[src/rtl/modinv_keygen.sv]
// -----------------------------------------------------------------------------
// modinv_keygen
//
// Computes the RSA private exponent d = e^-1 mod totient with the iterative
// extended Euclidean algorithm. Each Euclid step divides r0 by r1 with a
// bit-serial restoring divider (WIDTH cycles). One extra cycle then updates
// the remainder pair and the Bezout coefficient pair.
//
// Parameters
//   WIDTH    bit width of e, totient and d (4..64)
//
// Ports
//   clk      system clock, rising edge
//   rst      asynchronous active-low reset
//   start    request pulse, sampled only while idle
//   e        public exponent, latched on an accepted start
//   totient  modulus phi(n), latched on an accepted start
//   busy     high from the cycle after an accepted start until done rises
//   done     result valid (level), held until the next accepted start
//   err      valid with done: no inverse exists
//   d        private exponent in 1..totient-1, 0 when err=1
//   cycles   (only with MODINV_CYCLE_CNT_EN) saturating 16-bit count of
//            clock edges from the accepting edge up to done
//
// Optional feature macro: MODINV_CYCLE_CNT_EN
// -----------------------------------------------------------------------------
module modinv_keygen #(
    parameter int WIDTH = 24
) (
    input  logic             clk,
    input  logic             rst,
    input  logic             start,
    input  logic [WIDTH-1:0] e,
    input  logic [WIDTH-1:0] totient,
    output logic             busy,
    output logic             done,
    output logic             err,
    output logic [WIDTH-1:0] d
`ifdef MODINV_CYCLE_CNT_EN
    ,
    output logic [15:0]      cycles
`endif
);

    typedef enum logic [2:0] {
        S_IDLE,
        S_INIT,
        S_DIV,
        S_UPDATE,
        S_FIX,
        S_FIN
    } state_t;

    localparam int CW = $clog2(WIDTH);

    state_t                  state_reg;
    logic [WIDTH-1:0]        e_reg;
    logic [WIDTH-1:0]        tot_reg;
    logic [WIDTH-1:0]        r0_reg;
    logic [WIDTH-1:0]        r1_reg;
    // Holds the dividend during DIV; the quotient bits shift in from the
    // right, so after WIDTH cycles it holds q.
    logic [WIDTH-1:0]        quo_reg;
    // Partial remainder needs one spare bit because it is shifted left
    // before the trial subtraction.
    logic [WIDTH:0]          rem_reg;
    logic signed [WIDTH:0]   t0_reg;
    logic signed [WIDTH:0]   t1_reg;
    logic [CW-1:0]           cnt_reg;
    logic                    busy_reg;
    logic                    done_reg;
    logic                    err_reg;
    logic [WIDTH-1:0]        d_reg;
`ifdef MODINV_CYCLE_CNT_EN
    logic [15:0]             cycles_reg;
`endif

    // ---------------- divider step ----------------
    logic [WIDTH:0]          rem_shift;
    logic [WIDTH:0]          rem_sub;
    logic                    quo_bit;

    assign rem_shift = {rem_reg[WIDTH-1:0], quo_reg[WIDTH-1]};
    assign rem_sub   = rem_shift - {1'b0, r1_reg};
    assign quo_bit   = (rem_shift >= {1'b0, r1_reg});

    // ---------------- coefficient update ----------------
    // q is unsigned, t1 is signed: both are widened to 2*WIDTH+2 bits so the
    // low WIDTH+1 bits of the unsigned product equal the two's-complement
    // product. Truncation is exact because every |t| stays below totient.
    logic [2*WIDTH+1:0]      q_ext;
    logic [2*WIDTH+1:0]      t1_ext;
    logic [2*WIDTH+1:0]      prod;
    logic signed [WIDTH:0]   t_new;

    assign q_ext  = {{(WIDTH+2){1'b0}}, quo_reg};
    assign t1_ext = {{(WIDTH+1){t1_reg[WIDTH]}}, t1_reg};
    assign prod   = q_ext * t1_ext;
    assign t_new  = t0_reg - $signed(prod[WIDTH:0]);

    // ---------------- final normalisation ----------------
    logic signed [WIDTH:0]   t0_plus;
    logic [WIDTH-1:0]        d_fix;

    assign t0_plus = t0_reg + $signed({1'b0, tot_reg});
    assign d_fix   = t0_reg[WIDTH] ? t0_plus[WIDTH-1:0] : t0_reg[WIDTH-1:0];

    // ---------------- control ----------------
    always_ff @(posedge clk or negedge rst) begin
        if (!rst) begin
            state_reg  <= S_IDLE;
            e_reg      <= '0;
            tot_reg    <= '0;
            r0_reg     <= '0;
            r1_reg     <= '0;
            quo_reg    <= '0;
            rem_reg    <= '0;
            t0_reg     <= '0;
            t1_reg     <= '0;
            cnt_reg    <= '0;
            busy_reg   <= 1'b0;
            done_reg   <= 1'b0;
            err_reg    <= 1'b0;
            d_reg      <= '0;
`ifdef MODINV_CYCLE_CNT_EN
            cycles_reg <= '0;
`endif
        end else begin
`ifdef MODINV_CYCLE_CNT_EN
            // Counts every edge spent outside IDLE; the accept branch below
            // overrides this with a clear.
            if (state_reg != S_IDLE && cycles_reg != 16'hFFFF) begin
                cycles_reg <= cycles_reg + 16'd1;
            end
`endif
            case (state_reg)
                S_IDLE: begin
                    if (start) begin
                        e_reg      <= e;
                        tot_reg    <= totient;
                        done_reg   <= 1'b0;
                        err_reg    <= 1'b0;
                        d_reg      <= '0;
                        busy_reg   <= 1'b1;
                        state_reg  <= S_INIT;
`ifdef MODINV_CYCLE_CNT_EN
                        cycles_reg <= '0;
`endif
                    end
                end

                S_INIT: begin
                    if (tot_reg < WIDTH'(2) || e_reg == '0) begin
                        err_reg   <= 1'b1;
                        d_reg     <= '0;
                        state_reg <= S_FIN;
                    end else begin
                        r0_reg    <= tot_reg;
                        r1_reg    <= e_reg;
                        t0_reg    <= '0;
                        t1_reg    <= (WIDTH+1)'(1);
                        quo_reg   <= tot_reg;
                        rem_reg   <= '0;
                        cnt_reg   <= '0;
                        state_reg <= S_DIV;
                    end
                end

                S_DIV: begin
                    rem_reg <= quo_bit ? rem_sub : rem_shift;
                    quo_reg <= {quo_reg[WIDTH-2:0], quo_bit};
                    cnt_reg <= cnt_reg + CW'(1);
                    if (cnt_reg == CW'(WIDTH-1)) begin
                        state_reg <= S_UPDATE;
                    end
                end

                S_UPDATE: begin
                    r0_reg  <= r1_reg;
                    r1_reg  <= rem_reg[WIDTH-1:0];
                    t0_reg  <= t1_reg;
                    t1_reg  <= t_new;
                    // Preload the next division with the new dividend (old r1).
                    quo_reg <= r1_reg;
                    rem_reg <= '0;
                    cnt_reg <= '0;
                    if (rem_reg[WIDTH-1:0] == '0) begin
                        state_reg <= S_FIX;
                    end else begin
                        state_reg <= S_DIV;
                    end
                end

                S_FIX: begin
                    // r0 now holds gcd(e, totient).
                    if (r0_reg != WIDTH'(1)) begin
                        err_reg <= 1'b1;
                        d_reg   <= '0;
                    end else begin
                        d_reg   <= d_fix;
                    end
                    state_reg <= S_FIN;
                end

                S_FIN: begin
                    done_reg  <= 1'b1;
                    busy_reg  <= 1'b0;
                    state_reg <= S_IDLE;
                end

                default: begin
                    state_reg <= S_IDLE;
                end
            endcase
        end
    end

    assign busy = busy_reg;
    assign done = done_reg;
    assign err  = err_reg;
    assign d    = d_reg;
`ifdef MODINV_CYCLE_CNT_EN
    assign cycles = cycles_reg;
`endif

endmodule

[config.mk]
export PLATFORM = sky130hd
export DESIGN_NAME = modinv_keygen
export DESIGN_NICKNAME = d
export VERILOG_FILES = /design/src/rtl/modinv_keygen.sv
export SDC_FILE = /design/constraint.sdc
export NUM_CORES = 1
export LEC_CHECK = 0
export BUFFER_PORTS_ARGS = -buffer_cell sky130_fd_sc_hd__buf_2
export CORE_MARGIN = 1.5
export CORE_UTILIZATION = 35
export DETAILED_ROUTE_END_ITERATION = 6
export GPL_ROUTABILITY_DRIVEN = 0
export GPL_TIMING_DRIVEN = 0
export PLACE_DENSITY_LB_ADDON = 0.2
export SLEW_MARGIN = 20
export SYNTH_ARGS = -nofsm -noshare
export SYNTH_HDL_FRONTEND = slang
export SYNTH_SLANG_ARGS = --single-unit
export TNS_END_PERCENT = 5
[constraint.sdc]
create_clock -name clk -period 6.4 [get_ports clk]
set_input_delay 1.28 -clock clk [delete_from_list [all_inputs] [get_ports clk]]
set_output_delay 1.28 -clock clk [all_outputs]
set_load 0.03 [all_outputs]
* Word level (Yosys, flattened, before mapping)
Index checks and enable logic that the tools add are counted.
** Word-level totals
- Flip-flop bits (word level) :: 229
- Logic and storage cells :: 78
- Input bits :: 51
- Output and inout port bits :: 27
** Operators by class
- Mux-type cells :: 30
- Order comparisons :: 2
- Add/subtract/negate cells :: 4
- $mul :: 1
- Equality and inequality tests :: 12
- Reduce and logical (&&, ||, !) cells :: 15
** Operators by type and width (number)
- $pmux 24 s3 :: 3
- $mux 24 :: 7
- $pmux 25 s2 :: 2
- $pmux 24 s2 :: 2
- $mux 25 :: 2
- $logic_not 24->1 :: 2
- $ge 25x24->1 :: 1
- $mul 25x25->25 :: 1
- $sub 25x25->25 :: 1
- $add 24x24->24 :: 1
- $lt 24x2->1 const B :: 1
- $ne 24x1->1 const B :: 1
- $sub 24x24->24 :: 1
- $pmux 3 s5 :: 1
- $pmux 5 s3 :: 1
- $mux 3 :: 4
- $ne 2x2->1 const B :: 5
- $reduce_and 2->1 :: 5
- $eq 3x2->1 const B :: 2
- $eq 3x3->1 const B :: 2
- $reduce_bool 3->1 :: 2
- $add 5x1->5 const B :: 1
- $eq 5x5->1 const B :: 1
- $mux 5 :: 1
- 9 further kinds :: 14

* Depth between registers and ports, before layout
- Word-level depth :: 4
- Gate-level depth with buffers :: 26
- Gate-level depth less buffers :: 25

* Worst setup path before layout
OpenSTA, ideal clock, no wires.
- Kind :: register to register
- Start point :: reg quo_reg[9]
- End point :: reg t1_reg[19]
- Stages on the path, launching flop included :: 26
- Buffers on the path :: 2
- Data arrival time :: 6.017 ns
- Setup time :: 0.122 ns
- Path slack :: 0.261 ns
- Cell sequence :: dfrtp_1 > clkbuf_1 > clkbuf_1 > nand2_1 > fa_1 > inv_1 > fa_1 > inv_1 > fa_1 > inv_1 > ha_1 > inv_1 > fa_1 > fa_1 > inv_1 > fa_1 > inv_1 > ha_1 > a21o_1 > a21o_1 > a21oi_1 > nor2b_1 > a31oi_1 > o21ai_0 > a211o_1 > a32o_1
** On the way
- Word-level cells in the longest chain between the ends :: 3
** Ends and longest elaborated chain
- start: declaration :: line 63 : logic [WIDTH-1:0] quo_reg;
- start signal: assignment :: line 162 : quo_reg <= tot_reg;
- start signal: assignment :: line 171 : quo_reg <= {quo_reg[WIDTH-2:0], quo_bit};
- start signal: assignment :: line 184 : quo_reg <= r1_reg;
- $mul 25x25->25 :: line 98 : assign prod = q_ext * t1_ext;
- $sub 25x25->25 :: line 99 : assign t_new = t0_reg - $signed(prod[WIDTH:0]);
- $pmux 25 s2 :: line 136 : case (state_reg)
- end signal: assignment :: line 161 : t1_reg <= (WIDTH+1)'(1);
- end signal: assignment :: line 182 : t1_reg <= t_new;
- end: declaration :: line 68 : logic signed [WIDTH:0] t1_reg;
No other way between the ends.
A chain may end at the register's enable or synchronous reset.

* Worst setup path in the final report
- Start point :: reg t1_reg[3]
- End point :: reg t1_reg[22]
** On the way
- Word-level cells in the longest chain between the ends :: 3
** Ends and longest elaborated chain (line)
- $mul 25x25->25 :: 98
- $sub 25x25->25 :: 99
- $pmux 25 s2 :: 136
No other way between the ends.

==> results summary <==
Sorting the synthesized cells by area gives the leading types as sky130_fd_sc_hd__dfrtp_1 (25%), sky130_fd_sc_hd__fa_1 (23%), sky130_fd_sc_hd__ha_1 (8.2%), sky130_fd_sc_hd__nand2_1 (6.9%), sky130_fd_sc_hd__inv_1 (5.7%). The total global-route track usage came out at 24.0%. The flip-flop cell with the highest count after synthesis is sky130_fd_sc_hd__dfrtp_1. The detailed-router iteration count before antenna repair came out at 5.

The I/O pin count is roughly 80. The clock sink count came out at roughly 230. The remaining number of nets flagged by the antenna check after routing came out at 0.

The wire length the detailed router placed on met1 is 34500 um. The number of synthesized register bits is 229. The required time of the worst setup path is ~6800 ps. The number of rows created at floorplan came out at 93.

The number of synthesis warnings came out at 0. The final hold violation count came to 0. The clock passes through at most 3 buffers.

The initial utilization of the core area, before any placement, comes to 35.3%. Signal routing reaches up to met5. The number of standard cells after synthesis came out at 2517. The area of the mapped netlist is approximately 23000 sq um. The sum of negative setup slack is -9.71 ps. The area added between synthesis and finish is 12.8%. The insertion delay to the later sink of the worst-skew pair came out at 570 ps. Across all register-to-register paths, the minimum setup slack is -10 ps. Ranked by instance count, the synthesized netlist is headed by sky130_fd_sc_hd__nand2_1 (418), sky130_fd_sc_hd__inv_1 (344), sky130_fd_sc_hd__fa_1 (259), sky130_fd_sc_hd__dfrtp_1 (229), sky130_fd_sc_hd__ha_1 (149). The number of unique standard cell types used by synthesis came out at 62. The measured slew at the worst slew-check pin came out at 859 ps. In the synthesized netlist the async set-or-reset flop fraction comes to 100%.

The count of nets after finishing came out at 3093. The standard cell core area is between 60000 and 70000 sq um. The share of the clock period used by the worst path is 100%.

The clock arrives with 27.8 ps of skew. In this run the worst path has a maximum fanout of 10. The biggest area contributor in the post-synthesis netlist is sky130_fd_sc_hd__dfrtp_1. The synthesized netlist net count came out at 2976. The H-tree depth reported by CTS came out at 1.

In this run the worst setup path begins at t1_reg[3]. In the routed layout, each cell is associated on average with a via count of 5.37. The total detailed-routing wirelength is 78800 um. The via count is 18800.

The worst setup path is launched from a register. The number of antenna violations at the first check in global routing was 1. The number of enable-type register cells in the synthesized netlist is 0. The leftover overflow at the end of global routing came out at 0.

The routed design uses 5470 um of met3 wire. The run finished, with violations left. The count of pins over their slew limit is 0.

The clock slew seen by the registers of the worst setup and hold paths came out at 60 ps. The die area is 66300 sq um. Setup repair after global routing could not meet its margin everywhere.

The startpoint identified for the worst hold timing path is d[15]. The routed length per instance came out at 22.5 um. Summing the sequential cell areas from Yosys gives ~25% of the chip area. The cts-stage hold buffer count came out at 0.

In this run the mean area of a mapped cell was 9.00 sq um. Data on the critical path arrives at its endpoint at 6830 ps. The number of buffers inserted during clock tree synthesis is 26. In this run the biggest area consumer among cell types represents 25.3% of the synthesized area. The destination of the worst register-to-register timing path is t1_reg[22]. The kind of path behind the tightest hold check is register to register. Buffers placed on the I/O ports in this run total 77. The via count of the first global-routing pass is 19500. The most critical setup path has its endpoint at t1_reg[22]. TritonCTS built the clock tree. The tightest slew margin relative to the limit came out at ~43%.

In the routed design, unresolved DRC markers number 0. The total met2 wirelength after detailed routing came out at 36200 um. The startpoint of the lowest-slack register-to-register path is t1_reg[3].

The setup-violating endpoint count in the final report came out at 1. The y dimension of the die came out at 257 um. The violation count after the first detailed-route iteration came out at 1516. The worst setup slack after layout is -9.71 ps. The global-route wire length before repair came out at 121000 um. The critical path capture point type is a register. The overall die width is 257 um. Detailed placement ended at an HPWL of 61100 um. The checks that failed: setup timing. The worst setup path is of the register to register kind. Clock tree synthesis selected as its root buffer the cell sky130_fd_sc_hd__clkbuf_16. The number of cells on the worst reg-to-reg path is 22. For this run, the top clock speed supported by timing is around 160 MHz. The minimum period implied by the final worst setup slack came out at between 6000 and 7000 ps. Entering global routing, the biggest net connects 98 pins. The most common cell in the synthesized netlist is sky130_fd_sc_hd__nand2_1. Of the cells placed in the final design, the portion with a size suffix greater than 1 is 10.5%. The number of max-cap violations came out at 0.
metrics by stage:
step                      cells  util [%]  hold WS, ps  worst slack, ps  cell area [sq um]
after floorplan            2517         -          471              261              22700
after global placement     3449      37.5          479            -1130              24100
after detailed placement   3451      37.6          486            -1120              24200
after CTS                  3504      39.7          499             5.63              25500
after global routing       3503      39.8          520             -197              25500
final                      3504      39.8          494            -9.71              25600
worst max-delay path, stage by stage, from the launching register on:
cell and delay [ps]:
sky130_fd_sc_hd__dfrtp_2 480, sky130_fd_sc_hd__clkbuf_8 220, sky130_fd_sc_hd__nand2_1 80, sky130_fd_sc_hd__fa_1 510, sky130_fd_sc_hd__inv_1 60, sky130_fd_sc_hd__fa_1 530, sky130_fd_sc_hd__fa_1 480, sky130_fd_sc_hd__fa_1 550
sky130_fd_sc_hd__inv_1 60, sky130_fd_sc_hd__fa_1 490, sky130_fd_sc_hd__fa_1 490, sky130_fd_sc_hd__inv_1 50, sky130_fd_sc_hd__fa_1 480, sky130_fd_sc_hd__inv_1 70, sky130_fd_sc_hd__ha_4 300, sky130_fd_sc_hd__and3_4 200
sky130_fd_sc_hd__o2111ai_2 160, sky130_fd_sc_hd__nor3b_4 310, sky130_fd_sc_hd__nand3_2 170, sky130_fd_sc_hd__nand3_2 120, sky130_fd_sc_hd__a31oi_1 110, sky130_fd_sc_hd__xor2_1 210, sky130_fd_sc_hd__o21ai_0 120
area by class of cell:
class | count | area [sq um]
fillers | 6589 | 38700
multi-input cells | 1812 | 15200
flip-flops and latches | 229 | 5760
inverters | 345 | 1290
well taps | 855 | 1070
plain buffers | 117 | 744
clock buffers | 32 | 683
repair buffers | 103 | 631
clock inverters | 10 | 120
diodes | 1 | 2.50
cell usage in the layout (no fill, tap or decap), drive strengths merged, types with 11 or more instances in the layout:
cell type,synthesis,routed
clkbuf,123,138
o21ai,133,133
a211oi,18,18
mux2i,15,15
fa,259,259
dfrtp,229,229
ha,149,149
nand2,418,418
nor4,25,25
nor2,86,86
mux2,47,47
a21oi,75,75
nor2b,15,15
a32oi,15,15
nor3,25,25
xnor2,72,72
and3,11,11
a21o,34,34
nand4,11,11
nand3,43,43
a21boi,19,19
buf,8,114
a31oi,43,43
a22oi,18,18
nand2b,16,16
inv,345,346
xor2,35,35
and2,140,140
kinds of logic after synthesis:
| group | synth area share [%] |
|---|---|
| adder cells (fa/ha/maj) | 31.1 |
| AND/OR/NAND/NOR | 16.4 |
| buffers and inverters | 8.01 |
| AO/OA/AOI/OAI | 12.0 |
| multiplexers | 3.00 |
| flip-flops | 25.3 |
| XOR/XNOR | 4.14 |
worst min path at each step:
stage	end	depth (start not counted)	slack [ps]
global placement	d[15]	2	480
finish	d[15]	2	490
global route	d[5]	2	520
CTS	d[15]	2	500
floorplan	t0_reg[24]	2	470
detailed placement	d[15]	2	490
metal layers:
metal,GRT usage [%],up-vias
li1,-,8407
met1,33.0,9544
met2,39.0,713
met3,3.24,139
met4,7.80,2
met5,0,-
repair_timing:
action / 4_1_cts / 5_1_grt
hold endpoints to repair: 0 / 0
endpoints found under the setup margin: 13 / 11
gates resized for setup: 129 / 17
cloned: 1 / 0
buffers inserted: 23 / 0
pin swaps: 5 / 3
Power is left out: the tool's default activity adds up to more than one toggle a clock period on the data nets, which glitch-free logic cannot reach.
